==> config.mk <==
export PLATFORM = sky130hd
export DESIGN_NAME = bootram_ctrl
export DESIGN_NICKNAME = d
export VERILOG_FILES = /design/src/rtl/bootram_ctrl.sv
export SDC_FILE = /design/constraint.sdc
export NUM_CORES = 1
export LEC_CHECK = 0
export ABC_CLOCK_PERIOD_IN_PS = 3700
export CAP_MARGIN = 20
export CORE_MARGIN = 1.5
export CORE_UTILIZATION = 60
export CTS_CLUSTER_DIAMETER = 150
export DETAILED_ROUTE_END_ITERATION = 12
export DONT_BUFFER_PORTS = 1
export GPL_ROUTABILITY_DRIVEN = 0
export PLACE_DENSITY = 0.76
export SETUP_SLACK_MARGIN = 0.5
export SYNTH_ARGS = -nofsm -noshare
export SYNTH_HDL_FRONTEND = slang
export SYNTH_SLANG_ARGS = --single-unit
==> constraint.sdc <==
create_clock -name clk -period 3.7 [get_ports clk]
set_input_delay 0.74 -clock clk [delete_from_list [all_inputs] [get_ports clk]]
set_output_delay 0.74 -clock clk [all_outputs]
set_load 0.01 [all_outputs]
==> src/rtl/bootram_ctrl.sv <==
// Boot RAM controller: arbitrates the PicoRV32 bus and a byte loader onto four 2Kx8 lanes.
// Optional macro BOOTRAM_CPU_WRITE_PROTECT_EN turns CPU writes into reads (RAM is read-only to the CPU).
module bootram_ctrl #(
  parameter int AW    = 11,
  parameter int LANES = 4
) (
  input  logic             clk,
  input  logic             reset,
  input  logic             mem_valid,
  output logic             mem_ready,
  input  logic [31:0]      mem_addr,
  input  logic [31:0]      mem_wdata,
  input  logic [3:0]       mem_wstrb,
  output logic [31:0]      mem_rdata,
  input  logic             ld_valid,
  output logic             ld_ready,
  input  logic [AW+1:0]    ld_addr,
  input  logic [7:0]       ld_data,
  output logic             ram_ce,
  output logic             ram_oce,
  output logic [LANES-1:0] ram_wre,
  output logic [AW-1:0]    ram_ad,
  output logic [31:0]      ram_din,
  input  logic [31:0]      ram_dout
);

  typedef enum logic [1:0] {IDLE, ACCESS, WAIT, RESP} state_t;

  state_t            state_q;
  logic              owner_ld_q;  // current grant belongs to the loader
  logic              last_ld_q;   // most recently served requester was the loader
  logic              mem_ready_q;
  logic              ld_ready_q;
  logic [31:0]       mem_rdata_q;
  logic              ram_ce_q;
  logic [LANES-1:0]  ram_wre_q;
  logic [AW-1:0]     ram_ad_q;
  logic [31:0]       ram_din_q;

  logic              grant_ld_d;
  logic [LANES-1:0]  grant_wre_d;
  logic [AW-1:0]     grant_ad_d;
  logic [31:0]       grant_din_d;
  logic [LANES-1:0]  cpu_wre;

  logic unused_addr_bits;
  assign unused_addr_bits = ^{mem_addr[31:AW+2], mem_addr[1:0]};

`ifdef BOOTRAM_CPU_WRITE_PROTECT_EN
  assign cpu_wre = '0;
`else
  assign cpu_wre = mem_wstrb;
`endif

  always_comb begin
    // NOTE: every combinational output gets a default first so no latch is inferred.
    grant_ld_d  = 1'b0;
    grant_wre_d = cpu_wre;
    grant_ad_d  = mem_addr[AW+1:2];
    grant_din_d = mem_wdata;
    if (ld_valid && mem_valid) begin
      grant_ld_d = !last_ld_q;
    end else if (ld_valid) begin
      grant_ld_d = 1'b1;
    end
    if (grant_ld_d) begin
      grant_wre_d = LANES'(1) << ld_addr[1:0];
      grant_ad_d  = ld_addr[AW+1:2];
      grant_din_d = {4{ld_data}};
    end
  end

  always_ff @(posedge clk) begin
    // NOTE: sequential state uses non-blocking assignments only, so every register samples pre-edge values.
    if (reset) begin
      state_q     <= IDLE;
      owner_ld_q  <= 1'b0;
      last_ld_q   <= 1'b1;
      mem_ready_q <= 1'b0;
      ld_ready_q  <= 1'b0;
      mem_rdata_q <= '0;
      ram_ce_q    <= 1'b0;
      ram_wre_q   <= '0;
      ram_ad_q    <= '0;
      ram_din_q   <= '0;
    end else begin
      case (state_q)
        IDLE: begin
          if (mem_valid || ld_valid) begin
            state_q    <= ACCESS;
            owner_ld_q <= grant_ld_d;
            ram_ce_q   <= 1'b1;
            ram_wre_q  <= grant_wre_d;
            ram_ad_q   <= grant_ad_d;
            ram_din_q  <= grant_din_d;
          end
        end
        ACCESS: begin
          ram_ce_q  <= 1'b0;
          ram_wre_q <= '0;
          if (ram_wre_q != '0) begin
            state_q     <= RESP;
            mem_ready_q <= !owner_ld_q;
            ld_ready_q  <= owner_ld_q;
          end else begin
            state_q <= WAIT;
          end
        end
        WAIT: begin
          // Lane data is valid one cycle after the ACCESS edge.
          mem_rdata_q <= ram_dout;
          state_q     <= RESP;
          mem_ready_q <= !owner_ld_q;
          ld_ready_q  <= owner_ld_q;
        end
        RESP: begin
          mem_ready_q <= 1'b0;
          ld_ready_q  <= 1'b0;
          last_ld_q   <= owner_ld_q;
          state_q     <= IDLE;
        end
        default: state_q <= IDLE;
      endcase
    end
  end

  assign mem_ready = mem_ready_q;
  assign ld_ready  = ld_ready_q;
  assign mem_rdata = mem_rdata_q;
  assign ram_ce    = ram_ce_q;
  assign ram_oce   = 1'b1;
  assign ram_wre   = ram_wre_q;
  assign ram_ad    = ram_ad_q;
  assign ram_din   = ram_din_q;

endmodule

==> results of run 1 <==
## flip-flops by register name (all words and copies together) (netlist names)
signal	flops
state_q	2
last_ld_q	1
mem_ready	1
ram_ce	1
ram_ad	11
ram_din	32
owner_ld_q	1
ram_wre	4
ld_ready	1
mem_rdata	32
## cell usage in the layout, fill, tap and decap left out, drive strengths merged
master / count
a211oi: 43
o21a: 1
bufinv: 2
a221oi: 1
or3b: 1
mux2: 1
dfxtp: 86
or3: 1
a21oi: 4
a211o: 1
nor2: 77
nor2b: 5
clkinvlp: 2
nand2b: 2
nor3b: 1
buf: 3
nand2: 4
inv: 5
ha: 5
o2bb2ai: 4
nor3: 2
o21ai: 2
clkinv: 1
conb: 1
o22ai: 1
nor4: 1
clkbuf: 10
a21bo: 1
and2: 1
or2: 1
mux2i: 80
## report_power, final
part | leakage [nW] | switching, mW | internal [mW]
Clock | 0.105 | 0.322 | 0.396
Combinational | 0.785 | 0.518 | 0.409
Sequential | 0.708 | 0.347 | 1.23
Total | 1.60 | 1.19 | 2.04
## cell type report
class	count	area (um2)
fill	492	2080
timing repair buffer	3	35.0
clock inverter	5	83.8
tap	75	93.8
inverter	5	18.8
sequential	86	1720
multi-input combinational	241	1710
clock buffer	10	138
## Yosys cell counts (2+ instances only)
library cell,number
a211oi_1,43
a21oi_1,4
buf_1,2
buf_12,2
buf_2,5
buf_4,5
clkbuf_1,15
dfxtp_1,86
ha_1,5
inv_1,5
mux2i_1,80
nand2_1,4
nand2b_1,2
nor2_1,77
nor2b_1,5
nor3_1,2
o21ai_0,2
o2bb2ai_1,4
## cell families after synthesis
kind of cell / after synthesis / synth area share, %
flops: 86 / 47.4
other cells: 1 / 0.103
buf+inv: 35 / 5.52
simple gates: 96 / 11.0
mux: 81 / 22.4
compound gates: 58 / 11.8
fa+ha+maj: 5 / 1.72
## path summary, 6_finish.rpt
check	from	endpoint	slack, ps	depth (start not counted)
hold reg to reg	owner_ld_q	last_ld_q	500	1
setup / recovery	state_q[0]	ram_din[11]	1440	6
hold / removal	reset	ram_din[10]	470	1
setup reg to reg	state_q[0]	ram_din[11]	1440	6
## through the flow
stage          total power [mW]  setup WS, ps
2_1_floorplan              2.37          1980
3_3_place_gp               2.49          1590
3_5_place_dp               2.53          1500
4_1_cts                    3.24          1410
5_1_grt                    3.43          1240
6_report                   3.22          1440
## metal layers
metal  up-vias  GRT usage (%)  wire (um)
met5         -              0          0
met4         0           8.79         94
met3        10           9.10        865
met2       121           34.5       3650
met1      1133           24.9       2910
li1       1239              -          -
==> metrics.txt, run 1 <==
DIE AREA between 6000 and 7000 um2; Critical Path Max Stage Delay between 600 and 700 ps; max-slew violations 0; WL/cell approximately 18 um; Max Clk Rate about 440 MHz; Max rail drop VDD just under 0.0006 V; Die Y-Extent 80.8 um; Remaining DRCs 0; Core Area 5890 um2; Final Non-Filler Cells 425; Routed Wire Length approximately 7500 um; Hold Crit Class in -> reg; Worst path slowest cell o21a_2; Final Cell Area approximately 3800 um2; Via density around 5.9; Required @ worst endpoint about 3900 ps; synth unique cells 32; Critical Path AT ~2500 ps; TritonCTS clock tree done; dpl cell area roughly 3600 um2; via count about 2,500; setup tns final 0 ps; # IOs roughly 210; area added between synthesis and finish 4.76%; sequential area share after synthesis between 40% and 50%; Synth top area share 47.4%; largest area contributor in the netlist dfxtp_1; post-synthesis cell count 362; 1st-iter DRT viols 90; minimum clock period 2260 ps; Initial Util approximately three fifths; Yosys warning total 0; Leakage about 1.6 nW; Max H-tree Level 3; nature of the critical path endpoint flop; clk slew on worst S/H paths about 90 ps; Hold Worst Slack approximately 470 ps; setup bufs post-CTS 0; average size of a mapped cell ~10 um2; PD cells 848 nW/um2; CTS Hold Bufs 0; Rel. slew slack 36.8%; Final ANT Viol Nets 0; CTS Sinks 86; dpl cells 410; Core Util, Final between 60 and 70%; NumNets Final between 400 and 500; fin crit share 61.0%; Antenna Cells 0; clock skew between 10 and 15 ps; WS Path Type reg -> reg; unrepaired setup endpoints after global routing no; CP bufs+invs 2; CP Launch Type flop; vias in the first global route between 2,000 and 2,500; # rows 28; Clock Tree Root clkbuf_8; Synth Net Count approximately 490; EDFF count, synth 0; Longest Clk Path Bufs 2; synth top area cells dfxtp_1 47%, mux2i_1 22%, a211oi_1 8.9%, nor2_1 8.0%, ha_1 1.7%; Die X approximately 81 um; Num CTS Buffers 9; grt total ovfl 0; DR pass1 iterations 6; Top delay family on crit path compound AO/OA/AOI/OAI gates; hpwl dp around 5300 um; Synth Cell Area around 3600 um2; Worst Max-Slew Pin Slew around 950 ps; first-pass GRT wire length about 11,000 um; largest net degree at the start of global routing a little under 90; FFs w/ async S/R, synth 0%; Synth Register Bits 86; # port buffers 0; status finished, final reports clean; initial antenna violation count 0; cts repair resizes 0; Worst-Skew Late Latency between 300 and 400 ps; maxcap violations 0; crit path max fanout between 40 and 50; Final Hold Fails 0; layout cell share with drive strength beyond 1 6.86%; cells along the critical path inv_1 -> ha_1 -> o21a_2 -> buf_4 -> nor2_1 -> a211oi_1; Setup Viol. Count Final 0; GRT Total Usage 21.3%; Post-synth top flop dfxtp_1
(Power assumes the default switching activity.)
==> run 2: changes to the inputs <==
Settings changed: ABC_CLOCK_PERIOD_IN_PS 3700 to 2009, CORE_UTILIZATION 60 to 56, PLACE_DENSITY 0.76 to 0.74.
Clock period 3.7 ns to 2.01 ns, I/O delays scaled along.
==> run 2 against run 1 <==
Compared with the run above:
- critical path depth decreased by 1
- combinational power increased by 120%
- clock skew grew 1.3 ps
- global-route usage down 0.093 points
- register-to-register slack got worse by 890 ps
- setup slack lost 890 ps
- utilization is 2.0 points lower
- final area rose by 3.9%
- critical path type unchanged
- critical endpoint is now ram_wre[0]
==> metrics.txt, run 2 (same netlist as run 1, synthesis figures left out) <==
crit path max fanout 6; first-pass GRT wire length 11,800 um; # port buffers 0; routed length on met3 between 800 and 900 um; CTS Hold Bufs 0; Longest Clk Path Bufs 2; vias in the first global route about 2,400; Final Non-Filler Cells about 430; area added between synthesis and finish 8.90%; setup tns final 0 ps; Clk network pwr share between 10% and 20%; clock skew 14.1 ps; # rows 29; Max rail drop VDD approximately 0.00084 V; largest net degree at the start of global routing a little under 90; GRT Total Usage 21.2%; net load switching power around 2.3 mW; Core Area about 6300 um2; clk slew on worst S/H paths ~80 ps; Antenna Cells 0; P_int ~3.9 mW; Max Clk Rate between 600 and 700 MHz; initial antenna violation count 0; Clock Tree Root clkbuf_8; Hold Crit Class in -> reg; max-slew violations 0; Die Y-Extent around 83 um; 1st-iter DRT viols 121; switching share of total power a little under two fifths; DIE AREA around 7000 um2; routed wl met2 about 3700 um; NumNets Final 482; WS Path Type reg -> reg; maxcap violations 0; WL/cell around 19 um; Comb pwr share roughly a third; Final ANT Viol Nets 0; TritonCTS clock tree done; unrepaired setup endpoints after global routing yes; PD cells between 1500 and 2000 nW/um2; Max H-tree Level 3; Top delay family on crit path simple AND/OR/NAND/NOR gates; most frequent cells in the layout 86 x dfxtp_1, 80 x mux2i_1, 77 x nor2_1; Via density slightly below 6; Worst path slowest cell or3b_4; via count 2,566; grt total ovfl 0; Remaining DRCs 0; Final Cell Area 3950 um2; CTS Sinks 86; routed metal-1 wire length between 3000 and 4000 um; Final Hold Fails 0; CP bufs+invs 1; Num CTS Buffers 9; Critical Path Max Stage Delay slightly above 400 ps; Sequential Power Share a little under half; CP Launch Type flop; nature of the critical path endpoint flop; area occupied by multi-input gates ~1800 um2; Initial Util ~57%; Leakage approximately 1.7 nW; Register Area roughly 1700 um2; hpwl dp around 5400 um; status finished, final reports clean; Worst-Skew Late Latency around 350 ps; dpl cells 414; # IOs between 200 and 250; DR pass1 iterations 4; Required @ worst endpoint approximately 2300 ps; minimum clock period between 1000 and 1500 ps; fin crit share between 70 and 80%; Critical Path AT 1730 ps; dpl cell area around 3600 um2; Die X approximately 83 um; most common cell after layout, fill and taps aside dfxtp_1; Routed Wire Length 8140 um; Filler Cells Inserted approximately 560; highest routed layer met4; layout cell share with drive strength beyond 1 just over 10%; cells along the critical path inv_2 -> ha_4 -> or3b_4 -> a21oi_4 -> o2bb2ai_1; Setup Viol. Count Final 0
## run 2: layout make-up
type	instances	share of cell area [%]
flip-flops and latches	86	43.6
inverters	5	0.475
well taps	77	2.44
clock inverters	4	1.39
repair buffers	9	3.86
multi-input cells	241	44.3
clock buffers	12	3.93
## run 2: per-stage QoR
stage / util, % / hold slack [ps] / power [mW] / worst slack (ps)
4_1_cts: 61.1 / 107 / 6.01 / 510
5_1_grt: 62.6 / 98.2 / 6.64 / 488
3_5_place_dp: 57.4 / 483 / 4.72 / 332
6_report: 62.6 / 131 / 6.23 / 551
3_3_place_gp: 57.4 / 477 / 4.65 / 375
2_1_floorplan: - / 460 / 4.38 / 511
## run 2: worst register-to-register path, delay by kind of cell (launching register included)
family | cells | cell delay, ps
AO/OA/AOI/OAI | 2 | 330
adder cells (fa/ha/maj) | 1 | 190
buffers and inverters | 1 | 120
flip-flops | 1 | 340
AND/OR/NAND/NOR | 1 | 410
## run 2: path summary, 6_finish.rpt
| check | endpoint | startpoint | cells after the start | slack [ps] |
|---|---|---|---|---|
| max reg2reg | ram_wre[0] | state_q[0] | 5 | 550 |
| min | ram_din[31] | reset | 1 | 130 |
| min reg2reg | last_ld_q | owner_ld_q | 1 | 510 |
| max | ram_wre[0] | state_q[0] | 5 | 550 |
## run 2: what timing repair did
action	CTS	global route
buffers inserted	0	2
pin swaps	1	0
gates cloned	0	2
setup endpoints to repair	50	39
resized for setup	6	6
## run 2: routing by layer
layer / track usage [%] / up-vias
met4: 8.64 / 0
met1: 27.0 / 1172
met2: 31.8 / 134
met3: 9.20 / 13
li1: - / 1247
met5: 0 / -
## run 2: power groups by stage
stage	clock network [mW]	registers [mW]	logic (mW)
2_1_floorplan	0	2.82	1.56
3_3_place_gp	0	2.94	1.72
3_5_place_dp	0	2.95	1.77
4_1_cts	1.28	2.91	1.82
5_1_grt	1.35	2.97	2.32
6_report	1.24	2.91	2.07
==> run 3: changes to the inputs <==
Settings changed: ABC_CLOCK_PERIOD_IN_PS 2009 to 1200.
Clock period 2.01 ns to 1.2 ns, I/O delays scaled along.
==> run 3 against run 2 <==
Compared with the run above:
- the flow now finishes with violations (hold timing, setup timing)
- clock power grew 72%
- critical path type unchanged
- register-to-register slack lost 730 ps
- via count increased by 8.5%
- critical path depth grew 1
==> metrics.txt, run 3 (same netlist as run 1, synthesis figures left out) <==
status finished, violations left; failing checks hold timing, setup timing; Num CTS Buffers 9; vias in the first global route around 2,700; # IOs 208; met2 Use GR 43.5%; Top delay family on crit path compound AO/OA/AOI/OAI gates; Max H-tree Level 3; unrepaired setup endpoints after global routing yes; WS Path Type reg -> reg; net load switching power about 4.7 mW; largest net degree at the start of global routing slightly below 90; HP Start reset; 1st-iter DRT viols 139; minimum clock period roughly 1400 ps; dpl cell area 3800 um2; CP bufs+invs 3; Routed Wire Length ~9800 um; dpl cells 427; layout cell share with drive strength beyond 1 between 40 and 50%; reg2reg path depth 6; setup tns final -9290 ps; TritonCTS clock tree done; hpwl dp about 5600 um; maxcap violations 0; Core Area approximately 6300 um2; # port buffers 0; grt total ovfl 0; via count between 2,000 and 3,000; Critical Path AT 1630 ps; clock skew between 10 and 15 ps; Hold Crit Class in -> reg; Core Util, Final between 70% and 80%; Critical Path Max Stage Delay around 370 ps; WL/cell roughly 21 um; switching share of total power between 30% and 40%; CP Launch Type flop; Initial Util around 57%; Worst-Skew Late Latency between 300 and 400 ps; Clock Tree Root clkbuf_8; Sequential Power Share between 40% and 50%; worst r2r src state_q[0]; CTS Sinks 86; most common cell after layout, fill and taps aside nor2_1; GRT met3 Usage approximately 8.6%; hold endpoint ram_din[2]; # rows 29; fin crit share 115%; Leakage 1.93 nW; Clk network pwr share 16.5%; Longest Clk Path Bufs 2; Die X 83.5 um; PD cells 2740 nW/um2; busiest layer in global routing met2; Worst path slowest cell dfxtp_4; DR pass1 iterations 4; setup ws final -176 ps; most frequent cells in the layout 77 x nor2_1, 74 x mux2i_1, 62 x dfxtp_2; Required @ worst endpoint between 1000 and 1500 ps; Die Y-Extent between 80 and 90 um; area added between synthesis and finish 29.8%; R2R Setup Slk -180 ps; Max Clk Rate between 700 and 800 MHz; initial antenna violation count 0; first-pass GRT wire length 13,900 um; crit path max fanout 11; total power 12.9 mW; cells along the critical path inv_4 -> ha_4 -> o21a_2 -> buf_12 -> buf_16 -> a211oi_2; Max rail drop VDD 0.00157 V; worst hold path stage count 1; max-slew violations 0; met1 Use GR between 20% and 30%; reg-to-reg critical path endpoint ram_din[23]; Comb pwr share approximately 43%; DIE AREA 6970 um2; Final Hold Fails 70; Antenna Cells 0; Remaining DRCs 0; Final Non-Filler Cells 458; Hold Worst Slack -37.2 ps; clk slew on worst S/H paths approximately 80 ps; P_int approximately 8.2 mW; Final ANT Viol Nets 0; NumNets Final approximately 500; Setup Viol. Count Final 78; GRT Total Usage between 20 and 30%; Via density slightly above 6; Filler Cells Inserted roughly 430; nature of the critical path endpoint flop; Final Cell Area 4710 um2; dpl ws -176 ps
[run 3: cell count changes in the layout (fill, tap and decap cells not counted), sizes merged]
cell,change
buf,+23
bufinv,+1
clkinvlp,-1
o21a,+1
[run 3: worst register-to-register path, stage by stage, from the launching register on]
cell and delay, ps:
dfxtp_4 370, inv_4 40, ha_4 170, o21a_2 190, buf_12 160, buf_16 150
a211oi_2 210
[run 3: how the worst max path moves through the flow]
stage | depth (start not counted) | startpoint | to | slack (ps)
detailed placement | 6 | state_q[0] | ram_din[1] | -180
floorplan | 5 | state_q[0] | ram_wre[0] | -90
CTS | 5 | state_q[1] | ram_wre[0] | -150
finish | 6 | state_q[0] | ram_din[23] | -180
global placement | 5 | state_q[0] | ram_wre[0] | -130
global route | 6 | state_q[1] | ram_ad[9] | -240
[run 3: power groups by stage]
stage	Combinational, mW	Clock [mW]	Sequential, mW
global route	6.02	2.30	5.27
detailed placement	3.47	0	4.92
CTS	4.70	2.16	5.07
floorplan	3.04	0	4.74
global placement	3.35	0	4.89
finish	5.61	2.13	5.18
[run 3: what timing repair did]
item,in CTS,in global routing
hold endpoints to repair,80,80
resized for setup,119,36
pin swaps,5,10
gates cloned,5,7
buffers inserted,4,1
setup endpoints to repair,168,168
[run 3: cell type report]
class,instances,area (um2),area share (%)
Tap cell,77,96.3,2.05
Multi-Input combinational cell,242,1980,42.0
Sequential cell,86,1870,39.7
Inverter,5,21.3,0.452
Clock inverter,4,73.8,1.57
Clock buffer,10,128,2.71
Timing Repair Buffer,34,543,11.5
[run 3: routing by layer]
| metal | vias up | wire [um] |
|---|---|---|
| met4 | 0 | 187 |
| met3 | 20 | 747 |
| li1 | 1305 | - |
| met1 | 1330 | 3930 |
| met2 | 129 | 4920 |
| met5 | - | 0 |
